$ cat config.mk
export PLATFORM = sky130hd
export DESIGN_NAME = instr_fetch_flat
export DESIGN_NICKNAME = d
export VERILOG_FILES = /design/src/rtl/instr_fetch_if.sv /design/src/rtl/instr_fetch.sv /design/src/flat_wrapper.sv
export SDC_FILE = /design/constraint.sdc
export NUM_CORES = 1
export LEC_CHECK = 0
export CAP_MARGIN = 40
export CELL_PAD_IN_SITES_DETAIL_PLACEMENT = 0
export CELL_PAD_IN_SITES_GLOBAL_PLACEMENT = 1
export CORE_MARGIN = 2
export CORE_UTILIZATION = 41
export CTS_CLUSTER_DIAMETER = 40
export DETAILED_ROUTE_END_ITERATION = 16
export GPL_ROUTABILITY_DRIVEN = 0
export MAX_ROUTING_LAYER = met4
export PLACE_DENSITY = 0.85
export SKIP_LAST_GASP = 1
export SLEW_MARGIN = 20
export SYNTH_ARGS = -nofsm -noshare
export SYNTH_HDL_FRONTEND = slang
export SYNTH_SLANG_ARGS = --single-unit
$ cat constraint.sdc
create_clock -name clk -period 3.7 [get_ports clk]
set_input_delay 0.74 -clock clk [delete_from_list [all_inputs] [get_ports clk]]
set_output_delay 0.74 -clock clk [all_outputs]
set_load 0.02 [all_outputs]
$ cat src/rtl/instr_fetch_if.sv
// Fetch-unit bus bundle: instruction-memory req/ack port, IR-stage valid/ready port,
// and the branch redirect / fault signals.
interface instr_fetch_if #(
  parameter int unsigned ADDR_W = 16
);
  logic              mem_req;
  logic [ADDR_W-1:0] mem_addr;
  logic [15:0]       mem_rdata;
  logic              mem_ack;
  logic [15:0]       ir_d;
  logic [ADDR_W-1:0] ir_pc;
  logic              ir_valid;
  logic              ir_ready;
  logic              branch_en;
  logic [ADDR_W-1:0] branch_target;
  logic              fetch_fault;

  modport master (
    output mem_req, mem_addr, ir_d, ir_pc, ir_valid, fetch_fault,
    input  mem_rdata, mem_ack, ir_ready, branch_en, branch_target
  );

  modport slave (
    input  mem_req, mem_addr, ir_d, ir_pc, ir_valid, fetch_fault,
    output mem_rdata, mem_ack, ir_ready, branch_en, branch_target
  );
endinterface

$ cat src/rtl/instr_fetch.sv
// Instruction fetch unit: owns the PC, reads memory over req/ack, hands words to the IR stage.
// Optional FETCH_TIMEOUT_EN adds a memory-ack timeout that halts with a sticky fetch_fault.
module instr_fetch #(
  parameter int unsigned       ADDR_W      = 16,
  parameter logic [ADDR_W-1:0] RESET_PC    = '0,
  parameter int unsigned       TIMEOUT_CYC = 255
) (
  input  logic          clk,
  input  logic          rst,
  instr_fetch_if.master io_bus
);

`ifdef FETCH_TIMEOUT_EN
  localparam int unsigned CntW = (TIMEOUT_CYC > 0) ? $clog2(TIMEOUT_CYC + 1) : 1;
  typedef enum logic [2:0] {StIdle, StFetch, StHold, StDrop, StHalt} state_e;
`else
  typedef enum logic [1:0] {StIdle, StFetch, StHold, StDrop} state_e;
`endif

  state_e            r_state, w_state;
  logic [ADDR_W-1:0] r_pc, w_pc;
  logic [ADDR_W-1:0] r_mem_addr, w_mem_addr;
  logic              r_mem_req, w_mem_req;
  logic [15:0]       r_ir_d, w_ir_d;
  logic [ADDR_W-1:0] r_ir_pc, w_ir_pc;
  logic              r_ir_valid, w_ir_valid;
  logic [ADDR_W-1:0] w_pc_inc;

`ifdef FETCH_TIMEOUT_EN
  logic [CntW-1:0] r_cnt, w_cnt, w_cnt_inc;
  logic            r_fault, w_fault;
  logic            w_expire, w_clr;

  assign w_cnt_inc = r_cnt + 1'b1;
  assign w_expire  = r_mem_req && !io_bus.mem_ack && (w_cnt_inc == CntW'(TIMEOUT_CYC));
`endif

  assign w_pc_inc = r_pc + 1'b1;

  always_comb begin
    w_state    = r_state;
    w_pc       = r_pc;
    w_mem_addr = r_mem_addr;
    w_mem_req  = r_mem_req;
    w_ir_d     = r_ir_d;
    w_ir_pc    = r_ir_pc;
    w_ir_valid = r_ir_valid;
`ifdef FETCH_TIMEOUT_EN
    w_fault    = r_fault;
    w_cnt      = r_cnt;
    w_clr      = 1'b0;
`endif
    unique case (r_state)
      StIdle: begin
        w_pc       = io_bus.branch_en ? io_bus.branch_target : r_pc;
        w_mem_addr = w_pc;
        w_mem_req  = 1'b1;
        w_state    = StFetch;
      end
      StFetch: begin
        if (io_bus.branch_en) begin
          // Data of a coincident ack is dropped; without ack the request must run out in DROP.
          w_pc = io_bus.branch_target;
          if (io_bus.mem_ack) w_mem_addr = io_bus.branch_target;
          else                w_state    = StDrop;
        end else if (io_bus.mem_ack) begin
          w_ir_d     = io_bus.mem_rdata;
          w_ir_pc    = r_mem_addr;
          w_ir_valid = 1'b1;
          w_mem_req  = 1'b0;
          w_pc       = w_pc_inc;
          w_state    = StHold;
        end
`ifdef FETCH_TIMEOUT_EN
        else if (w_expire) begin
          w_mem_req  = 1'b0;
          w_ir_valid = 1'b0;
          w_fault    = 1'b1;
          w_state    = StHalt;
        end
`endif
      end
      StHold: begin
        if (io_bus.branch_en) begin
          w_ir_valid = 1'b0;
          w_pc       = io_bus.branch_target;
          w_mem_addr = io_bus.branch_target;
          w_mem_req  = 1'b1;
          w_state    = StFetch;
        end else if (io_bus.ir_ready) begin
          w_ir_valid = 1'b0;
          w_mem_addr = r_pc;
          w_mem_req  = 1'b1;
          w_state    = StFetch;
        end
      end
      StDrop: begin
        if (io_bus.branch_en) w_pc = io_bus.branch_target;
        if (io_bus.mem_ack) begin
          w_mem_addr = w_pc;
          w_state    = StFetch;
        end
`ifdef FETCH_TIMEOUT_EN
        else if (!io_bus.branch_en && w_expire) begin
          w_mem_req  = 1'b0;
          w_ir_valid = 1'b0;
          w_fault    = 1'b1;
          w_state    = StHalt;
        end
`endif
      end
`ifdef FETCH_TIMEOUT_EN
      StHalt: ;
`endif
      default: w_state = StIdle;
    endcase
`ifdef FETCH_TIMEOUT_EN
    // A fresh request (or the switch into DROP) restarts the timeout window.
    w_clr = w_mem_req && (!r_mem_req || io_bus.mem_ack ||
                          (r_state == StFetch && w_state == StDrop));
    if (w_clr)                               w_cnt = '0;
    else if (r_mem_req && !io_bus.mem_ack)   w_cnt = w_cnt_inc;
`endif
  end

  always_ff @(posedge clk or negedge rst) begin
    if (!rst) begin
      r_state    <= StIdle;
      r_pc       <= RESET_PC;
      r_mem_addr <= RESET_PC;
      r_mem_req  <= 1'b0;
      r_ir_d     <= '0;
      r_ir_pc    <= '0;
      r_ir_valid <= 1'b0;
    end else begin
      r_state    <= w_state;
      r_pc       <= w_pc;
      r_mem_addr <= w_mem_addr;
      r_mem_req  <= w_mem_req;
      r_ir_d     <= w_ir_d;
      r_ir_pc    <= w_ir_pc;
      r_ir_valid <= w_ir_valid;
    end
  end

`ifdef FETCH_TIMEOUT_EN
  always_ff @(posedge clk or negedge rst) begin
    if (!rst) begin
      r_cnt   <= '0;
      r_fault <= 1'b0;
    end else begin
      r_cnt   <= w_cnt;
      r_fault <= w_fault;
    end
  end

  assign io_bus.fetch_fault = r_fault;
`else
  assign io_bus.fetch_fault = 1'b0;
`endif

  assign io_bus.mem_req  = r_mem_req;
  assign io_bus.mem_addr = r_mem_addr;
  assign io_bus.ir_d     = r_ir_d;
  assign io_bus.ir_pc    = r_ir_pc;
  assign io_bus.ir_valid = r_ir_valid;

endmodule

$ cat src/flat_wrapper.sv
// flat-port wrapper written by rule: the top's interface ports become plain ports
module instr_fetch_flat 
#(
  parameter int unsigned       ADDR_W      = 16,
  parameter logic [ADDR_W-1:0] RESET_PC    = '0,
  parameter int unsigned       TIMEOUT_CYC = 255
)
  (clk, rst, io_bus_mem_req, io_bus_mem_addr, io_bus_ir_d, io_bus_ir_pc, io_bus_ir_valid, io_bus_fetch_fault, io_bus_mem_rdata, io_bus_mem_ack, io_bus_ir_ready, io_bus_branch_en, io_bus_branch_target);
  instr_fetch_if #(.ADDR_W(ADDR_W)) io_bus_i ();
  input  logic clk;
  input  logic rst;
  output wire logic [$bits(io_bus_i.mem_req)-1:0] io_bus_mem_req;
  output wire logic [$bits(io_bus_i.mem_addr)-1:0] io_bus_mem_addr;
  output wire logic [$bits(io_bus_i.ir_d)-1:0] io_bus_ir_d;
  output wire logic [$bits(io_bus_i.ir_pc)-1:0] io_bus_ir_pc;
  output wire logic [$bits(io_bus_i.ir_valid)-1:0] io_bus_ir_valid;
  output wire logic [$bits(io_bus_i.fetch_fault)-1:0] io_bus_fetch_fault;
  input wire logic [$bits(io_bus_i.mem_rdata)-1:0] io_bus_mem_rdata;
  input wire logic [$bits(io_bus_i.mem_ack)-1:0] io_bus_mem_ack;
  input wire logic [$bits(io_bus_i.ir_ready)-1:0] io_bus_ir_ready;
  input wire logic [$bits(io_bus_i.branch_en)-1:0] io_bus_branch_en;
  input wire logic [$bits(io_bus_i.branch_target)-1:0] io_bus_branch_target;
  assign io_bus_mem_req = io_bus_i.mem_req;
  assign io_bus_mem_addr = io_bus_i.mem_addr;
  assign io_bus_ir_d = io_bus_i.ir_d;
  assign io_bus_ir_pc = io_bus_i.ir_pc;
  assign io_bus_ir_valid = io_bus_i.ir_valid;
  assign io_bus_fetch_fault = io_bus_i.fetch_fault;
  assign io_bus_i.mem_rdata = io_bus_mem_rdata;
  assign io_bus_i.mem_ack = io_bus_mem_ack;
  assign io_bus_i.ir_ready = io_bus_ir_ready;
  assign io_bus_i.branch_en = io_bus_branch_en;
  assign io_bus_i.branch_target = io_bus_branch_target;
  instr_fetch #(.ADDR_W(ADDR_W), .RESET_PC(RESET_PC), .TIMEOUT_CYC(TIMEOUT_CYC)) u_core (.clk(clk), .rst(rst), .io_bus(io_bus_i));
endmodule
# Word-level counts from Yosys, hierarchy flattened
# Index checks and enable logic that the tools add are counted.
[classes]
n_reduce_logical = 9
addsub = 1
mux = 27
eq_ne = 10
bitwise = 1
[op_table]
columns = ["op", "count"]
rows = [
  ["2-to-1 mux 16 bit", 8],
  ["one-hot mux 16 bit (4 select lines)", 1],
  ["one-hot mux 16 bit (2 select lines)", 1],
  ["adder 16 x 1 -> 16 bit, second input constant", 1],
  ["AND reduction 4 bit", 4],
  ["2-to-1 mux 2 bit", 6],
  ["inequality test 3 bit, second input constant", 3],
  ["2-to-1 mux 1 bit", 8],
  ["inequality test 2 bit, second input constant", 4],
  ["one-hot mux 2 bit (4 select lines)", 1],
  ["equality test 2 bit, second input constant", 2],
  ["one-hot mux 1 bit (3 select lines)", 1],
  ["AND reduction 3 bit", 1],
  ["nonzero test 3 bit", 1],
  ["OR reduction 3 bit", 1],
  ["equality test 2 x 1 -> 1 bit, second input constant", 1],
  ["logical NOT 2 bit", 1],
  ["one-hot mux 1 bit (2 select lines)", 1],
  ["nonzero test 2 bit", 1],
  ["NOT 1 bit", 1],
]
[word_totals]
register_bits = 68
word_cells = 55
in_bits = 37
output_inout_bits = 51

# Logic depth before layout (Yosys ltp)
[logic_depth]
ltp_word = 4
ltp_mapped = 7
ltp_nobuf = 5

# Worst setup path after synthesis
# Ideal clock, no wire load.
[synth_path]
path_type = "input -> register"
start = "in io_bus_branch_en"
end = "reg u_core.r_mem_addr[10], in the netlist u_core.io_bus.mem_addr[10]"
required_time_ps = 3575
setup_time_ps = 125
setup_slack_ps = 1575
cell_stages = 7
n_path_buf = 3
arrival_ps = 2000
cell_sequence = "buf_4 > inv_1 > and2_1 > buf_2 > buf_6 > mux2_2 > mux2_2"
[synth_between]
elab_chain_cells = 3
elab_cells_between_ends = 7
classes_between = "eq/ne: 2; mux: 4; reduce/logical: 1"
[synth_lines]
columns = ["item", "line_no", "text"]
rows = [
  ["from (decl)", "flat_wrapper.sv:21", "input wire logic [$bits(io_bus_i.branch_en)-1:0] io_bus_branch_en;"],
  ["2-to-1 mux 16 bit", "instr_fetch.sv:55, instr_fetch.sv:98", ""],
  ["2-to-1 mux 16 bit", "instr_fetch.sv:99", "if (io_bus.mem_ack) begin"],
  ["one-hot mux 16 bit (4 select lines)", "instr_fetch.sv:53", "unique case (r_state)"],
  ["to (signal assigned)", "instr_fetch.sv:138", "r_mem_addr <= w_mem_addr;"],
  ["to (decl)", "instr_fetch.sv:22", "logic [ADDR_W-1:0] r_mem_addr, w_mem_addr;"],
]
# Several ways; a longest one is shown, not always the timed one. The select of a mux whose other input is x is not followed.
# A chain may end at the register's enable or synchronous reset.

# Worst setup path after layout
[layout_path]
start = "in io_bus_branch_en"
end = "reg u_core.r_pc[9]"
[layout_between]
elab_chain_cells = 2
elab_cells_between_ends = 4
classes_between = "eq/ne: 1; mux: 3"
[layout_lines]
columns = ["item", "line_no", "text"]
rows = [
  ["2-to-1 mux 16 bit (on tied branches)", "instr_fetch.sv:55, instr_fetch.sv:98, instr_fetch.sv:61", ""],
  ["one-hot mux 16 bit (2 select lines)", "instr_fetch.sv:53", ""],
  ["to (signal assigned)", "instr_fetch.sv:137", "r_pc <= w_pc;"],
  ["to (decl)", "instr_fetch.sv:21", "logic [ADDR_W-1:0] r_pc, w_pc;"],
]
# Several ways; a longest one is shown, not always the timed one.

==> metrics.md <==
| Metric | Value |
|---|---|
| Remaining max-slew budget at the tightest pin | `65.9%` |
| Gate power share | `37.3%` |
| Worst reg2reg endpoint | `u_core.io_bus.mem_addr[8]` |
| Clock sink count | `68` |
| Overflow after GRT | `0` |
| Max FO, Critical Path | `28` |
| Setup violators final | `0` |
| Avg Synthesized Cell Area | `12.2 sq um` |
| FF-to-FF path depth | `5` |
| Total wirelength of the detailed-routed design | `7100 microns` |
| Max-cap viol count | `0` |
| Ordered list of cells on the worst path | `clkdlybuf4s50_1 > buf_4 > or3b_4 > nor4_1 > mux2i_1 > nand2_1` |
| Post-route setup slack | `1.39 ns` |
| Clk slew on worst S/H paths | `0.08 ns` |
| Number of global-route vias before repair | `2456` |
| Core box area | `0.00769 sq mm` |
| Width of the chip | `between 90 and 100 microns` |
| Remaining antenna violation count after routing | `0` |
| Critical path type | `in -> reg` |
| TritonCTS clock tree | `done` |
| Hold Buf Count CTS | `0` |
| Power share of the sequential group | `about 39%` |
| Number of hold violations in the final report | `0` |
| Required time at the worst-slack endpoint | `~4 ns` |
| Internal power | `1870 uW` |
| Highest clock rate | `432 MHz` |
| Power density over the cells | `roughly 630 mW/mm^2` |
| Number of placement rows | `32` |
| Critical Path Max Stage Delay | `0.44 ns` |
| Router iterations before antenna repair | `6` |
| Final clock period utilization by the worst path | `62.5%` |
| Initial Util | `42.0%` |
| Seq cells post-synth | `68` |
| Die Footprint | `0.00860 sq mm` |
| Ranking of synthesized cells by instance count | `sky130_fd_sc_hd__dfrtp_1, sky130_fd_sc_hd__mux2_2, sky130_fd_sc_hd__nand2_1` |
| Slowest library cell on the worst path | `sky130_fd_sc_hd__or3b_4` |
| Syn Inst Count | `264` |
| Number of nets at the end of the flow | `392` |
| Switching part of the total | `roughly 33%` |
| H-Tree Depth | `3` |
| Share of synthesized registers carrying an async set or reset | `100%` |
| I/O pin cnt | `between 80 and 90` |
| Placement-stage worst setup slack | `1.02 ns` |
| Number of buffers created by CTS | `9` |
| Fin util | `57.7%` |
| Transition time at the pin with the least slew margin | `0.507 ns` |
| Kind of path behind the tightest hold check | `in -> async` |
| Placed instance count | `445` |
| Launch instance of the worst register-to-register path | `u_core.r_state[1]` |
| Post-route non-filler standard cell count | `roughly 460` |
| Number of enable flip-flop cells after synthesis | `0` |
| Maximum VDD drop | `0.000357 V` |
| Total global-route track usage | `18.2%` |
| Largest clock skew in the final design | `0.00972 ns` |
| Crit path launch type | `input port` |
| Most numerous cell in the Yosys netlist | `sky130_fd_sc_hd__dfrtp_1` |
| Register-to-Register Setup Slack | `roughly 1.6 ns` |
| Static power due to leakage | `between 0.0015 and 0.002 uW` |
| Time the final worst path needs with I/O delays and setup | `2.31 ns` |
| Setup repair after global routing missed its margin | `no` |
| Global-route wire length before repair | `11800 microns` |
| Cell types with the largest area share after synthesis | `sky130_fd_sc_hd__dfrtp_1, sky130_fd_sc_hd__mux2_2, sky130_fd_sc_hd__nand2_1` |
| Outcome | `finished, final reports clean` |
| # DRC | `0` |
| Area used by sequential logic in the layout | `0.00170 sq mm` |
| Arrival time worst endpoint | `approximately 2.5 ns` |
| Cell at the root of the clock tree | `sky130_fd_sc_hd__clkbuf_8` |
| Total Neg Setup Slack | `0 ns` |
| Violation count after the first detailed-route iteration | `between 100 and 150` |
| Ratio of cells with drive above 1 in the final layout | `27.0%` |
| Post-CTS repair timing setup buffer count | `0` |
| Half-perimeter wire length after detailed placement | `4860 microns` |
| Yosys warns | `0` |
| Switching power of the nets | `slightly above 900 uW` |
| Number of gates resized after CTS | `0` |
| Top cell type by total area after synthesis | `sky130_fd_sc_hd__dfrtp_1` |
| Clk pwr share | `23.3%` |
| Number of buffers added on ports | `86` |
| Via Count | `2395` |
| Kind of end point of the critical path | `flop` |
| Via count normalized by instance count | `5.20` |
| Insertion delay of the later-clocked pin in the worst-skew pair | `0.34 ns` |
| Antenna diode count | `0` |
| Final routed wire length divided by cell count | `15.4 microns` |
| Antenna violations before repair | `0` |
| Growth of design area from synthesis to finish | `37.3%` |
| Total of fill cells in the finished design | `678` |
| Netlist area before placement | `0.00323 sq mm` |
| Pin count of the biggest net entering global routing | `49` |
| Number of distinct library cells after synthesis | `between 40 and 50` |
| Maximum buffer depth of the clock tree | `2` |
| Die Height | `92.8 microns` |
| Area occupied by multi-input gates | `0.00143 sq mm` |
| Total count of max-transition violations in the final report | `0` |
| Portion of synthesized cell area occupied by the leading cell type | `52.7%` |
| Post-Synthesis Net Count | `around 300` |
| Sequential element share of the synthesized area | `between 50% and 60%` |
| Primary flip-flop cell chosen by synthesis mapping | `sky130_fd_sc_hd__dfrtp_1` |
cells in the final DEF, fill, tap and decap left out, types with 2 or more instances in the layout:
cell type / netlist / final
sky130_fd_sc_hd__nor4_1: 6 / 6
sky130_fd_sc_hd__nand4_1: 5 / 5
sky130_fd_sc_hd__nand3_1: 5 / 5
sky130_fd_sc_hd__o21ai_0: 8 / 8
sky130_fd_sc_hd__a22oi_1: 5 / 5
sky130_fd_sc_hd__o311ai_0: 2 / 2
sky130_fd_sc_hd__a21boi_0: 2 / 2
sky130_fd_sc_hd__mux2i_1: 4 / 4
sky130_fd_sc_hd__clkdlybuf4s50_1: 0 / 85
sky130_fd_sc_hd__buf_4: 3 / 8
sky130_fd_sc_hd__nor3b_1: 2 / 2
sky130_fd_sc_hd__dfrtp_1: 68 / 68
sky130_fd_sc_hd__nand2b_1: 6 / 6
sky130_fd_sc_hd__mux2_2: 65 / 65
sky130_fd_sc_hd__or4_1: 2 / 2
sky130_fd_sc_hd__a21oi_1: 6 / 6
sky130_fd_sc_hd__a31oi_1: 2 / 2
sky130_fd_sc_hd__xor2_1: 2 / 2
sky130_fd_sc_hd__inv_1: 5 / 5
sky130_fd_sc_hd__nand4b_1: 2 / 2
sky130_fd_sc_hd__nor3_1: 3 / 3
sky130_fd_sc_hd__clkbuf_8: 0 / 11
sky130_fd_sc_hd__nand2_1: 17 / 17
sky130_fd_sc_hd__nor2_1: 9 / 9
sky130_fd_sc_hd__clkinvlp_4: 0 / 4
per-layer routing:
| metal | routed length [microns] | global-route usage [%] | share of wire [%] |
|---|---|---|---|
| met2 | 3300 | 27.7 | 47 |
| met5 | 0 | - | 0 |
| met1 | 3310 | 23.4 | 47 |
| met3 | 372 | 4.07 | 5.2 |
| met4 | 116 | 8.09 | 1.6 |
how the worst max path moves through the flow:
stage	startpoint	end	slack, ns	depth (start not counted)
floorplan	io_bus_branch_en	u_core.io_bus.mem_addr[10]	1.58	7
CTS	io_bus_branch_en	u_core.r_pc[5]	1.39	6
detailed placement	io_bus_branch_en	u_core.r_pc[5]	1.02	6
global placement	io_bus_branch_en	u_core.io_bus.mem_addr[10]	1.05	6
finish	io_bus_branch_en	u_core.r_pc[9]	1.39	6
global route	io_bus_branch_en	u_core.r_pc[13]	1.29	6
power by group through the flow:
stage / Clock (uW) / Sequential (uW) / Combinational (uW)
final: 650 / 1100 / 1040
after floorplan: 0 / 1330 / 312
after global placement: 0 / 1100 / 1030
after detailed placement: 0 / 1110 / 1050
after global routing: 701 / 1130 / 1100
after CTS: 669 / 1100 / 1050
registers in the layout (all words and copies together), names as in the netlist:
signal / count
u_core.r_state: 2
u_core.r_pc: 16
u_core.io_bus.ir_valid: 1
u_core.io_bus.mem_addr: 16
u_core.io_bus.ir_d: 16
u_core.io_bus.ir_pc: 16
u_core.io_bus.mem_req: 1
worst max-delay path: cells and delay by family:
family        cells  cell delay, ns
mux               1            0.25
simple gates      3            0.89
buf+inv           2            0.66
cell families (layout without fill, tap and decap cells):
| kind of cell | after synthesis | count (layout) | share of synthesized area [%] |
|---|---|---|---|
| adders and majority gates | 1 | 1 | 0.387 |
| other | 1 | 1 | 0.116 |
| buffers and inverters | 21 | 116 | 3.33 |
| DFF | 68 | 68 | 52.7 |
| and+or+nand+nor | 66 | 66 | 11.5 |
| AOI/OAI and AO/OA | 35 | 35 | 7.28 |
| muxes | 69 | 69 | 23.9 |
| xor gates and xnor gates | 3 | 3 | 0.814 |
through the flow:
step | area [sq um] | power (uW) | hold slack [ns]
floorplan | 3230 | 1640 | 0.444
global placement | 4200 | 2140 | 0.486
detailed placement | 4220 | 2160 | 0.494
CTS | 4430 | 2820 | 0.357
global route | 4430 | 2940 | 0.364
finish | 4430 | 2790 | 0.360
cell type report:
class / instances / area share (%)
flip-flops and latches: 68 / 38.4
multi-input cells: 175 / 32.3
repair buffers: 95 / 21.3
clock buffers: 11 / 3.41
well taps: 102 / 2.88
clock inverters: 5 / 1.35
inverters: 5 / 0.423
(Power assumes the default switching activity.)
